[config.mk]
export PLATFORM = sky130hd
export DESIGN_NAME = partoserial_tx
export DESIGN_NICKNAME = d
export VERILOG_FILES = /design/src/rtl/partoserial_tx.sv
export SDC_FILE = /design/constraint.sdc
export NUM_CORES = 1
export LEC_CHECK = 0
export CORE_MARGIN = 10
export CORE_UTILIZATION = 51
export DETAILED_ROUTE_END_ITERATION = 8
export HOLD_SLACK_MARGIN = 0.03
export PLACE_DENSITY = 0.78
export SYNTH_ARGS = -nofsm -noshare
export SYNTH_HDL_FRONTEND = slang
export SYNTH_SLANG_ARGS = --single-unit
export TNS_END_PERCENT = 1
[constraint.sdc]
create_clock -name clk -period 1.93 [get_ports clk]
set_input_delay 0.579 -clock clk [delete_from_list [all_inputs] [get_ports clk]]
set_output_delay 0.579 -clock clk [all_outputs]
set_load 0.02 [all_outputs]
[src/rtl/partoserial_tx.sv]
// partoserial_tx: byte-wide valid/ready input, MSB-first serial output at one
// bit per clk. After reset it sends a run of commas so the far-end receiver
// can lock onto byte boundaries. Once active it inserts a comma whenever the
// link idles, and after every MAX_BURST consecutive data bytes.
module partoserial_tx #(
  parameter int          SYNC_COMMAS = 4,
  parameter int          MAX_BURST   = 16,
  parameter logic [7:0]  COMMA       = 8'hBC
) (
  input  logic        clk,
  input  logic        reset,
  input  logic [7:0]  data_in,
  input  logic        valid_in,
  output logic        ready_out,
  output logic        data_out,
  output logic        active_out,
  output logic        comma_out,
  output logic [15:0] tx_count
);

  // burst_cnt only needs to reach MAX_BURST; keep at least one bit when forcing is off
  localparam int BURST_W = (MAX_BURST < 1) ? 1 : $clog2(MAX_BURST + 1);

  typedef enum logic {
    SYNC,
    ACTIVE
  } state_t;

  state_t               state;
  state_t               state_next;
  logic [7:0]           shreg;
  logic [2:0]           bit_cnt;
  logic [3:0]           comma_cnt;
  logic [BURST_W-1:0]   burst_cnt;
  logic                 byte_end;
  logic                 force_comma;
  logic                 take;
  logic                 sync_done;

  // Byte-boundary decode, handshake and sync-to-active transition
  always_comb begin
    state_next  = state;
    byte_end    = (bit_cnt == 3'd7);
    force_comma = (MAX_BURST != 0) && (burst_cnt == BURST_W'(MAX_BURST));
    ready_out   = (state == ACTIVE) && byte_end && !force_comma;
    take        = valid_in && ready_out;
    sync_done   = (state == SYNC) && byte_end && (comma_cnt == 4'(SYNC_COMMAS - 1));
    if (sync_done) begin
      state_next = ACTIVE;
    end
  end

  // State register; only reset can return the transmitter to SYNC
  always_ff @(posedge clk or posedge reset) begin
    if (reset) begin
      state <= SYNC;
    end else begin
      state <= state_next;
    end
  end

  // Shift register, bit/comma/burst counters and registered status flags
  always_ff @(posedge clk or posedge reset) begin
    if (reset) begin
      shreg      <= COMMA;
      bit_cnt    <= 3'd0;
      comma_cnt  <= 4'd0;
      burst_cnt  <= '0;
      active_out <= 1'b0;
      comma_out  <= 1'b1;
      tx_count   <= 16'd0;
    end else begin
      bit_cnt <= bit_cnt + 3'd1;
      if (!byte_end) begin
        shreg <= {shreg[6:0], 1'b0};
      end else if (state == SYNC) begin
        shreg     <= COMMA;
        comma_cnt <= comma_cnt + 4'd1;
        comma_out <= 1'b1;
        if (sync_done) begin
          active_out <= 1'b1;
        end
      end else if (take) begin
        shreg     <= data_in;
        comma_out <= 1'b0;
        tx_count  <= tx_count + 16'd1;
        burst_cnt <= burst_cnt + BURST_W'(1);
      end else begin
        shreg     <= COMMA;
        comma_out <= 1'b1;
        burst_cnt <= '0;
      end
    end
  end

  assign data_out = shreg[7];

endmodule

==> results of run 1 <==
[cells in the final DEF, fill, tap and decap left out, drive strengths merged, types with 4 or more instances in the layout]
cell,synthesis,routed
clkbuf,1,7
clkdlybuf4s50,0,10
o21ai,6,6
o22a,5,5
nand3,8,8
xnor2,15,15
dfstp,6,6
inv,9,9
nor2,6,6
nand2,15,15
dlygate4sd2,0,16
ha,6,6
buf,1,20
nor4,4,4
dfrtp,33,33
xor2,4,4
nand4,10,10
[metrics by stage]
step | total power (W) | cells
floorplan | 0.000927 | 145
global placement | 0.00100 | 235
detailed placement | 0.00101 | 235
CTS | 0.00143 | 243
global route | 0.00149 | 244
finish | 0.00141 | 244
[what timing repair did]
item                                   in CTS  in global routing
resized for setup                          23                 13
pin swaps                                   0                  6
endpoints found under the hold margin       0                  0
setup buffers                               0                  1
setup endpoints to repair                  17                  6
hold buffers                                0                  0
[state kept, by name (all words and copies together) (netlist names)]
name        cells
active_out      1
bit_cnt         3
burst_cnt       5
comma_cnt       4
comma_out       1
shreg           8
state           1
tx_count       16
[routing by layer]
layer | share of wire [%] | track usage [%]
met1 | 41 | 13.8
met2 | 51 | 19.2
met3 | 6.7 | 5.18
met4 | 1.4 | 4.38
met5 | 0 | 0
[cell type report]
cell class,instances,area [um^2]
fill,241,835
sequential,39,983
tap,44,55.1
clock buffer,7,55.1
inverter,9,33.8
clock inverter,1,5.00
timing repair buffer,49,444
multi-input combinational,95,717
[final timing paths]
kind                           endpoint         start
setup / recovery              ready_out  burst_cnt[0]
hold / removal                 shreg[7]      shreg[6]
setup reg to reg           tx_count[10]  burst_cnt[0]
hold reg to reg                shreg[7]      shreg[6]
max in group asynchronous     comma_out         reset
min in group asynchronous      shreg[0]         reset
[kinds of logic after synthesis]
| family | count (synthesis) | synth area share (%) |
|---|---|---|
| fa+ha+maj | 6 | 4.43 |
| xor+xnor | 19 | 9.82 |
| mux | 2 | 1.33 |
| compound gates | 15 | 6.20 |
| buf+inv | 11 | 2.51 |
| flops | 39 | 58.0 |
| simple gates | 53 | 17.7 |
[power groups by stage]
stage	clock network (W)	logic [W]	registers [W]
after floorplan	0	0.0000409	0.000887
after global placement	0	0.000135	0.000866
after detailed placement	0	0.000140	0.000868
after CTS	0.000438	0.000138	0.000852
after global routing	0.000486	0.000153	0.000855
final	0.000424	0.000137	0.000852
==> results.json, run 1 <==
{
  "cp_slowest_stage_delay_ns": 0.40,
  "rrSetupSlack_ns": 0.07,
  "p_int_w": 0.00109,
  "hp-class": "reg -> reg",
  "maxCapViolCount": 0,
  "htree_levels": 2,
  "layout-drive-gt1-share_pct": 24.5,
  "syn_area_mm2": 0.00170,
  "place_congestion": 0.808,
  "grt_pass1_wl_mm": 5.91,
  "worstRegToRegCells": 7,
  "worst_slack_ns": -0.0111,
  "viasPerCell": 5.15,
  "overflow": 0,
  "synth-edff-count": 0,
  "finalHoldViolations": 0,
  "synth_seq_cells": 39,
  "dr.pass1.iters": 4,
  "required_ns": 1.35,
  "dp_hpwl_mm": 2.60,
  "synth-seq-area-share_pct": 58.0,
  "synth_ff_type": "dfrtp_1",
  "syn_nets": 162,
  "setup_viol": 1,
  "post_synth_num_cell_types": 27,
  "cts_root_buf": "clkbuf_4",
  "synth-async-reset-ratio_pct": 100,
  "leakage_nw": 1.11,
  "coreArea_mm2": 0.00313,
  "clock_path_buffers": 2,
  "path_depth": 5,
  "rows": 20,
  "syn_avg_cell_area_um2": 11.7,
  "hold_path_depth": 1,
  "final.setup_skew_ns": 0.00704,
  "end_kind": "output port",
  "violations": "setup timing",
  "grt_use_total_pct": 11.9,
  "diodes": 0,
  "powerDensity_mw_per_mm2": 616,
  "rsz0062_at_grt": "yes",
  "worst_pin_slew_ns": 0.363,
  "synth_largest_area_cell": "dfrtp_1",
  "io_pins": 31,
  "wirelength_mm": 3.40,
  "pwr-share-seq_pct": 60.3,
  "cp_slowest_cell": "dfrtp_1",
  "grt_pass1_vias": 1229,
  "fin_crit_sh_pct": 101,
  "ant_nets": 0,
  "ys_warn_count": 0,
  "antenna_found_initial": 0,
  "synth_cells": 145,
  "grt_max_degree": 40,
  "crit_type": "reg -> out",
  "crit_buf_inv": 2,
  "clk_latency_ns": 0.34,
  "initialDrtViolationCount": 47,
  "worstPathCellList": "inv_2 > ha_4 > and4bb_4 > nor2_4 > buf_6",
  "placed_area_mm2": 0.00219,
  "dieArea_mm2": 0.00603,
  "fin_area_mm2": 0.00229,
  "slew_violations": 0,
  "clkPwrFrac_pct": 30.0,
  "switching_share_pct": 23.1,
  "path_clk_slew_ns": 0.10,
  "timing.final.crit_period_ns": 1.94,
  "p_comb_share_pct": 9.7,
  "numCtsBuffers": 5,
  "synthTopCellsByCount": "33 x dfrtp_1, 15 x xnor2_1, 14 x nand2_1",
  "post-route-util_pct": 73.3,
  "clock.fmax_mhz": 515,
  "drc_errors": 0,
  "initial_core_util_pct": 54.2,
  "die_h_um": 77.7,
  "wire_per_inst_um": 13.9,
  "crit_family": "flip-flops",
  "relSlewSlack_pct": 75.7,
  "status": "finished, violations left",
  "pre_cts_slack_ns": -0.170,
  "die_w_um": 77.7,
  "ir_worst_vdd_mv": 0.495,
  "synthTopCellsByArea": "dfrtp_1 49%, dfstp_2 9.3%, xnor2_1 7.7%",
  "cts.sinks": 39,
  "area_growth_syn_to_layout_pct": 35.3,
  "crit_fanout": 2,
  "power.switching_w": 0.000327,
  "port_buffers": 30,
  "whs_ns": 0.489,
  "tns_ns": -0.0111,
  "startpoint_type": "register",
  "vias": 1256,
  "yosys.area.top_type_share_pct": 48.7,
  "cp.arrival_ns": 1.36,
  "yosysMostFrequentCell": "dfrtp_1",
  "nets": 216,
  "cts_tree": "yes"
}
Power figures use the tool's default switching activity.
==> run 2: changes to the inputs <==
CORE_MARGIN = 2   (was 10)
==> run 2 against run 1 <==
Effect of this change: the flow still finishes with violations (setup timing); critical endpoint unchanged; register-to-register slack is essentially flat; flip-flop and latch count is the same; critical path type unchanged; combinational power is essentially flat; clock-buffer cell count is the same; non-clock buffer count grew 1; first-iteration DRC count grew 94%; hold slack lost 0.0087 ns; worst setup slack lost 0.012 ns.
==> results.json, run 2 (synthesized netlist as in run 1, its figures left out) <==
{
  "end_kind": "output port",
  "finalHoldViolations": 0,
  "layout_commonest_cell": "dfrtp_1",
  "die_w_um": 61.7,
  "grt_pass1_vias": 1249,
  "top_register": "tx_count",
  "ff_latch_area_um2": 983,
  "wl_met3_um": 126,
  "crit_type": "reg -> out",
  "tns_ns": -0.0236,
  "power_w": 0.00141,
  "drc_errors": 0,
  "status": "finished, violations left",
  "relSlewSlack_pct": 75.0,
  "vias": 1279,
  "nets": 217,
  "leakage_nw": 1.12,
  "placed_cells": 235,
  "overflow": 0,
  "htree_levels": 2,
  "required_ns": 1.35,
  "coreArea_mm2": 0.00310,
  "final.setup_skew_ns": 0.00659,
  "grt_max_degree": 40,
  "cts_root_buf": "clkbuf_4",
  "maxCapViolCount": 0,
  "worst_pin_slew_ns": 0.375,
  "cp.arrival_ns": 1.37,
  "wl_met2_mm": 1.74,
  "wl_met1_mm": 1.43,
  "grt_use_total_pct": 20.1,
  "area_growth_syn_to_layout_pct": 36.2,
  "ant_nets": 0,
  "startpoint_type": "register",
  "wirelength_mm": 3.41,
  "initial_core_util_pct": 54.6,
  "worst_slack_ns": -0.0236,
  "die_h_um": 61.7,
  "fin_area_mm2": 0.00231,
  "path_clk_slew_ns": 0.11,
  "ir_worst_vdd_mv": 0.380,
  "multiInputGateArea_um2": 722,
  "place_congestion": 0.799,
  "antenna_found_initial": 0,
  "powerDensity_mw_per_mm2": 613,
  "port_buffers": 30,
  "maxUsedRoutingLayer": "met4",
  "rsz0062_at_grt": "yes",
  "rows": 20,
  "ctsHoldBuffers": 0,
  "top_regs": "tx_count (16), shreg (8), burst_cnt (5)",
  "dieArea_mm2": 0.00380,
  "initialDrtViolationCount": 91,
  "setup_viol": 1,
  "hp-class": "reg -> reg",
  "dr.pass1.iters": 4,
  "cts.sinks": 39,
  "viasPerCell": 5.22,
  "placed_area_mm2": 0.00219,
  "crit_fanout": 2,
  "fillerInstances": 234,
  "dp_hpwl_mm": 2.52,
  "numCtsBuffers": 5,
  "slew_violations": 0,
  "timing.final.crit_period_ns": 1.95,
  "clock.fmax_mhz": 512,
  "whs_ns": 0.480,
  "final_cells": 245,
  "cts_tree": "yes",
  "violations": "setup timing",
  "largest_reg_flops": 16,
  "fin_crit_sh_pct": 101,
  "layout-drive-gt1-share_pct": 24.9,
  "clk_latency_ns": 0.35,
  "grt_pass1_wl_mm": 5.48,
  "diodes": 0,
  "io_pins": 31,
  "most-common-layout-cells": "33 x dfrtp_1, 19 x buf_4, 15 x xnor2_1, 15 x dlygate4sd2_1, 14 x nand2_1",
  "wire_per_inst_um": 13.9,
  "clock_path_buffers": 2
}
==> run 2: cell count changes in the layout (fill, tap and decap cells not counted) <==
| cell | change |
|---|---|
| dlygate4sd2_1 | -1 |
| dlymetal6s2s_1 | +1 |
| nand2_4 | +1 |
| buf_4 | +1 |
| nand2_2 | -1 |
==> run 2: area by class of cell <==
type                    count  area share [%]
well taps                  44            2.38
inverters                   9            1.46
clock inverters             1           0.217
clock buffers               7            2.38
multi-input cells          95            31.3
flip-flops and latches     39            42.6
repair buffers             50            19.7
==> run 2: worst paths after layout <==
path / start / end / slack [ns] / depth (start not counted)
max: burst_cnt[0] / ready_out / -0.02 / 5
min: active_out / active_out / 0.48 / 1
max reg2reg: bit_cnt[0] / tx_count[10] / 0.07 / 7
min reg2reg: active_out / active_out / 0.48 / 1
max in group asynchronous: reset / shreg[4] / 1.09 / 3
min in group asynchronous: reset / active_out / 0.59 / 3
==> run 2: layer usage <==
layer | global-route usage (%) | vias up
li1 | - | 616
met1 | 24.3 | 621
met2 | 32.9 | 31
met3 | 3.78 | 11
met4 | 13.1 | 0
met5 | 0 | -
==> run 2: timing repair <==
action | 4_1_cts | 5_1_grt
setup buffers | 0 | 2
pin swaps | 0 | 4
endpoints found under the setup margin | 16 | 7
resized for setup | 19 | 18
==> run 2: critical path, stage by stage (launching register included) <==
cell      delay, ns
dfrtp_1        0.41
inv_2          0.07
ha_4           0.12
and4bb_4       0.26
nor2_4         0.05
buf_6          0.12
==> run 2: power breakdown <==
part	switching [W]	internal [W]	total (W)
combinational	0.0000700	0.0000678	0.000138
clock	0.000248	0.000176	0.000425
sequential	0.0000103	0.000842	0.000852
==> run 2: through the flow <==
stage	setup slack (ns)	util, %
6_report	-0.0236	74.4
5_1_grt	-0.0629	74.4
4_1_cts	-0.0946	71.7
3_5_place_dp	-0.185	70.6
3_3_place_gp	-0.137	70.6
2_1_floorplan	0.178	-
==> variant: new RTL, settings of run 2 <==
Put one more register stage on the output `tx_count`, with the module's reset. The value now appears one clock later. The other outputs are not delayed to match.
--- a/src/rtl/partoserial_tx.sv
+++ b/src/rtl/partoserial_tx.sv
@@ -25,6 +25,8 @@
     SYNC,
     ACTIVE
   } state_t;
+
+  logic [15:0] tx_count_s0;
 
   state_t               state;
   state_t               state_next;
@@ -68,7 +70,7 @@
       burst_cnt  <= '0;
       active_out <= 1'b0;
       comma_out  <= 1'b1;
-      tx_count   <= 16'd0;
+      tx_count_s0 <= 16'd0;
     end else begin
       bit_cnt <= bit_cnt + 3'd1;
       if (!byte_end) begin
@@ -83,7 +85,7 @@
       end else if (take) begin
         shreg     <= data_in;
         comma_out <= 1'b0;
-        tx_count  <= tx_count + 16'd1;
+        tx_count_s0 <= tx_count_s0 + 16'd1;
         burst_cnt <= burst_cnt + BURST_W'(1);
       end else begin
         shreg     <= COMMA;
@@ -95,5 +97,13 @@
 
   assign data_out = shreg[7];
 
+  always_ff @(posedge clk or posedge reset) begin
+    if (reset) begin
+      tx_count <= '0;
+    end else begin
+      tx_count <= tx_count_s0;
+    end
+  end
+
 endmodule
 
Behaviour: no difference found for any inputs over 10 cycles, from zero or initial values and one cycle with reset high; that may be too few to reach the edited logic, so the function may still have changed.
==> variant against run 2 <==
- the run still ends with setup timing left
- first-iteration DRC count decreased by 15%
- setup slack improved by 8.6 ps
- routed wire length increased by 9.5%
- count of clock-buffer cells in the layout decreased by 1
- clock power increased by 110%
- critical path depth unchanged
- global-route usage decreased by 1.8 points
- synthesized area increased by 23%
- clock skew increased by 3.0 ps
- sequential cell count increased by 16
- final cell count increased by 5.7%
- final area increased by 18%
- total power increased by 53%
- maximum frequency increased by 0.44%
- critical endpoint unchanged
==> variant: results (changes against run 2) <==
* Worst hold start: tx_count_s0[15] (was active_out)
* LEAKAGE at 1.298 nW (was 1.121 nW)
* Largest delay contributor family on the critical path: adder cells (was flip-flops)
* Largest net degree at the start of global routing at 56 (was 40)
* Reg-to-reg endpoint: tx_count_s0[10] (was tx_count[10])
* GPL Wtd Cong at 0.8776 (was 0.7985)
* Maximum vdd drop at 0.6645 mV (was 0.3802 mV)
* Routed Wire Length at 3738 µm (was 3413 µm)
* Maximum root-to-sink buffer count at 2 (unchanged)
* Antenna Cells at 0 (unchanged)
* Met2 GRT Util at 31.07% (was 32.93%)
* Syn Area/Cell at 13.39 µm² (was 11.69 µm²)
* H-Tree Level Count at 2 (unchanged)
* Synth cell count leaders: 49 x dfrtp_1, 17 x nand2_1, 11 x xnor2_1 (was 33 x dfrtp_1, 15 x xnor2_1, 14 x nand2_1)
* Syn Nets at 173 (was 162)
* Clk root buf: clkbuf_8 (was clkbuf_4)
* Number of global-route vias before repair at 1351 (was 1249)
* Asr flop ratio synth at 100.0% (unchanged)
* Synth Flop Type: dfrtp_1 (unchanged)
* Reg clk slew, reported paths at about 100 ps
* Met1 Use GR at 20.09% (was 24.25%)
* Dpl hpwl at 2614 µm (was 2521 µm)
* Pre-CTS setup slack at -172.5 ps (was -185.5 ps)
* Initial DRC Count at 77 (was 91)
* Largest registers: tx_count x16, tx_count_s0 x16, shreg x8 (was tx_count x16, shreg x8, burst_cnt x5)
* Final layout net count at 225 (was 217)
* Ys Warns at 0 (unchanged)
* Worst r2r src: bit_cnt[0] (unchanged)
* Violated checks: setup timing (unchanged)
* Worst-margin pin slew at 382.6 ps (was 374.6 ps)
* DP Cell Count at 250 (was 235)
* Final setup violation count at 1 (unchanged)
* Worst r2r path cells at 7 (unchanged)
* # fillers at 278 (was 234)
* Post-layout worst setup margin at -14.91 ps (was -23.56 ps)
* DR vias at 1347 (was 1279)
* Pint at 0.001741 W (was 0.001086 W)
* DRT Pass-1 Iters at 4 (unchanged)
* Crit path DAT at 1370 ps (about the same)
* Post-synthesis sequential area ratio at 66.27% (was 58.01%)
* Slowest stage delay, CP at 390 ps (was 410 ps)
* Clk_lat worst skew at 320 ps (was 350 ps)
* Global-route wire length before repair at 6030 µm (was 5478 µm)
* Post-Layout Cell Count at 259 (was 245)
* Fraction of final layout cells with drive strength greater than 1 at 21.05% (was 24.88%)
* Skew final at 9.609 ps (was 6.590 ps)
* End of the worst hold path: tx_count[15] (was active_out)
* Grt met3 use at 7.401% (was 3.782%)
* FF-to-FF setup slack at 130 ps (was 70 ps)
* WHS Path Cells at 0 (was 1)
* Global Route Usage Sum at 18.36% (was 20.15%)
* Status: finished with violations (unchanged)
* Area contributors post-synth: dfrtp_1 59%, dfstp_2 7.5%, xnor2_1 4.6% (was dfrtp_1 49%, dfstp_2 9.3%, xnor2_1 7.7%)
## variant: cell types whose count changed after synthesis, sizes merged, moves of 2 or more
cell   delta
xnor2     -4
nand4     -6
nor4      -3
dfrtp    +16
and2      -2
xor2      +4
nand2     +3
inv       -3
and3      +5
## variant: timing repair
action | CTS | global route
gates resized for setup | 8 | 5
pin swaps | 0 | 3
setup endpoints to repair | 3 | 6
setup buffers | 0 | 1
## variant: layer usage
layer	part of all wire, %	vias up	wire [µm]
met4	2.1	0	80
met1	41	679	1543
met3	4.2	9	157
li1	-	635	-
met2	52	24	1956
met5	0	-	0
## variant: cells by family (layout without fill, tap and decap cells)
logic type	count (synthesis)	in the layout	share of synthesized area [%]
AOI/OAI and AO/OA	16	16	5.393
xor gates and xnor gates	19	19	7.969
adders and majority gates	6	6	3.595
buffers and inverters	7	60	1.258
DFF	55	55	66.27
muxes	1	1	0.5392
and+or+nand+nor	52	52	14.98
## variant: worst reg2reg max path, stage by stage (launching register included)
cell	delay, ps
dfrtp_1	360
ha_1	150
ha_1	170
buf_4	190
nand3_2	130
nor4_4	380
nand4_1	170
xnor2_1	150
## variant: how the worst max path moves through the flow
stage                 startpoint               to  slack (ps)  depth (start not counted)
floorplan                  reset       active_out          20                          1
finish                bit_cnt[0]        ready_out         -10                          5
global placement    burst_cnt[0]        ready_out        -130                          5
global route          bit_cnt[0]        ready_out         -80                          5
detailed placement      valid_in  tx_count_s0[10]        -170                          5
CTS                 burst_cnt[0]        ready_out         -50                          5
## variant: per-stage QoR
stage          setup TNS [ps]  cell area [µm²]  utilization (%)  hold WS (ps)
6_report               -14.91             2730            68.75         419.8
5_1_grt                -100.3             2730            68.75         433.2
4_1_cts                -45.77             2705            68.12         422.8
3_5_place_dp            -1236             2575            64.84         401.2
3_3_place_gp           -722.7             2575            64.84         387.5
2_1_floorplan               0             2091                -         371.8
## variant: power groups by stage
stage	clock, W	combinational [W]	sequential (W)
after detailed placement	0	0.000100	0.00121
final	0.000883	0.0000969	0.00118
after CTS	0.000894	0.0000991	0.00118
after floorplan	0	0.0000368	0.00121
after global routing	0.000939	0.000109	0.00119
after global placement	0	0.0000955	0.00120
## variant: area by class of cell
cell class | count | area, µm² | share of cell area [%]
clock buffer | 6 | 72.57 | 2.658
sequential | 55 | 1384 | 50.69
tap | 50 | 62.56 | 2.291
timing repair buffer | 46 | 431.7 | 15.81
clock inverter | 2 | 60.06 | 2.200
multi-input combinational | 94 | 696.9 | 25.53
inverter | 6 | 22.52 | 0.8249
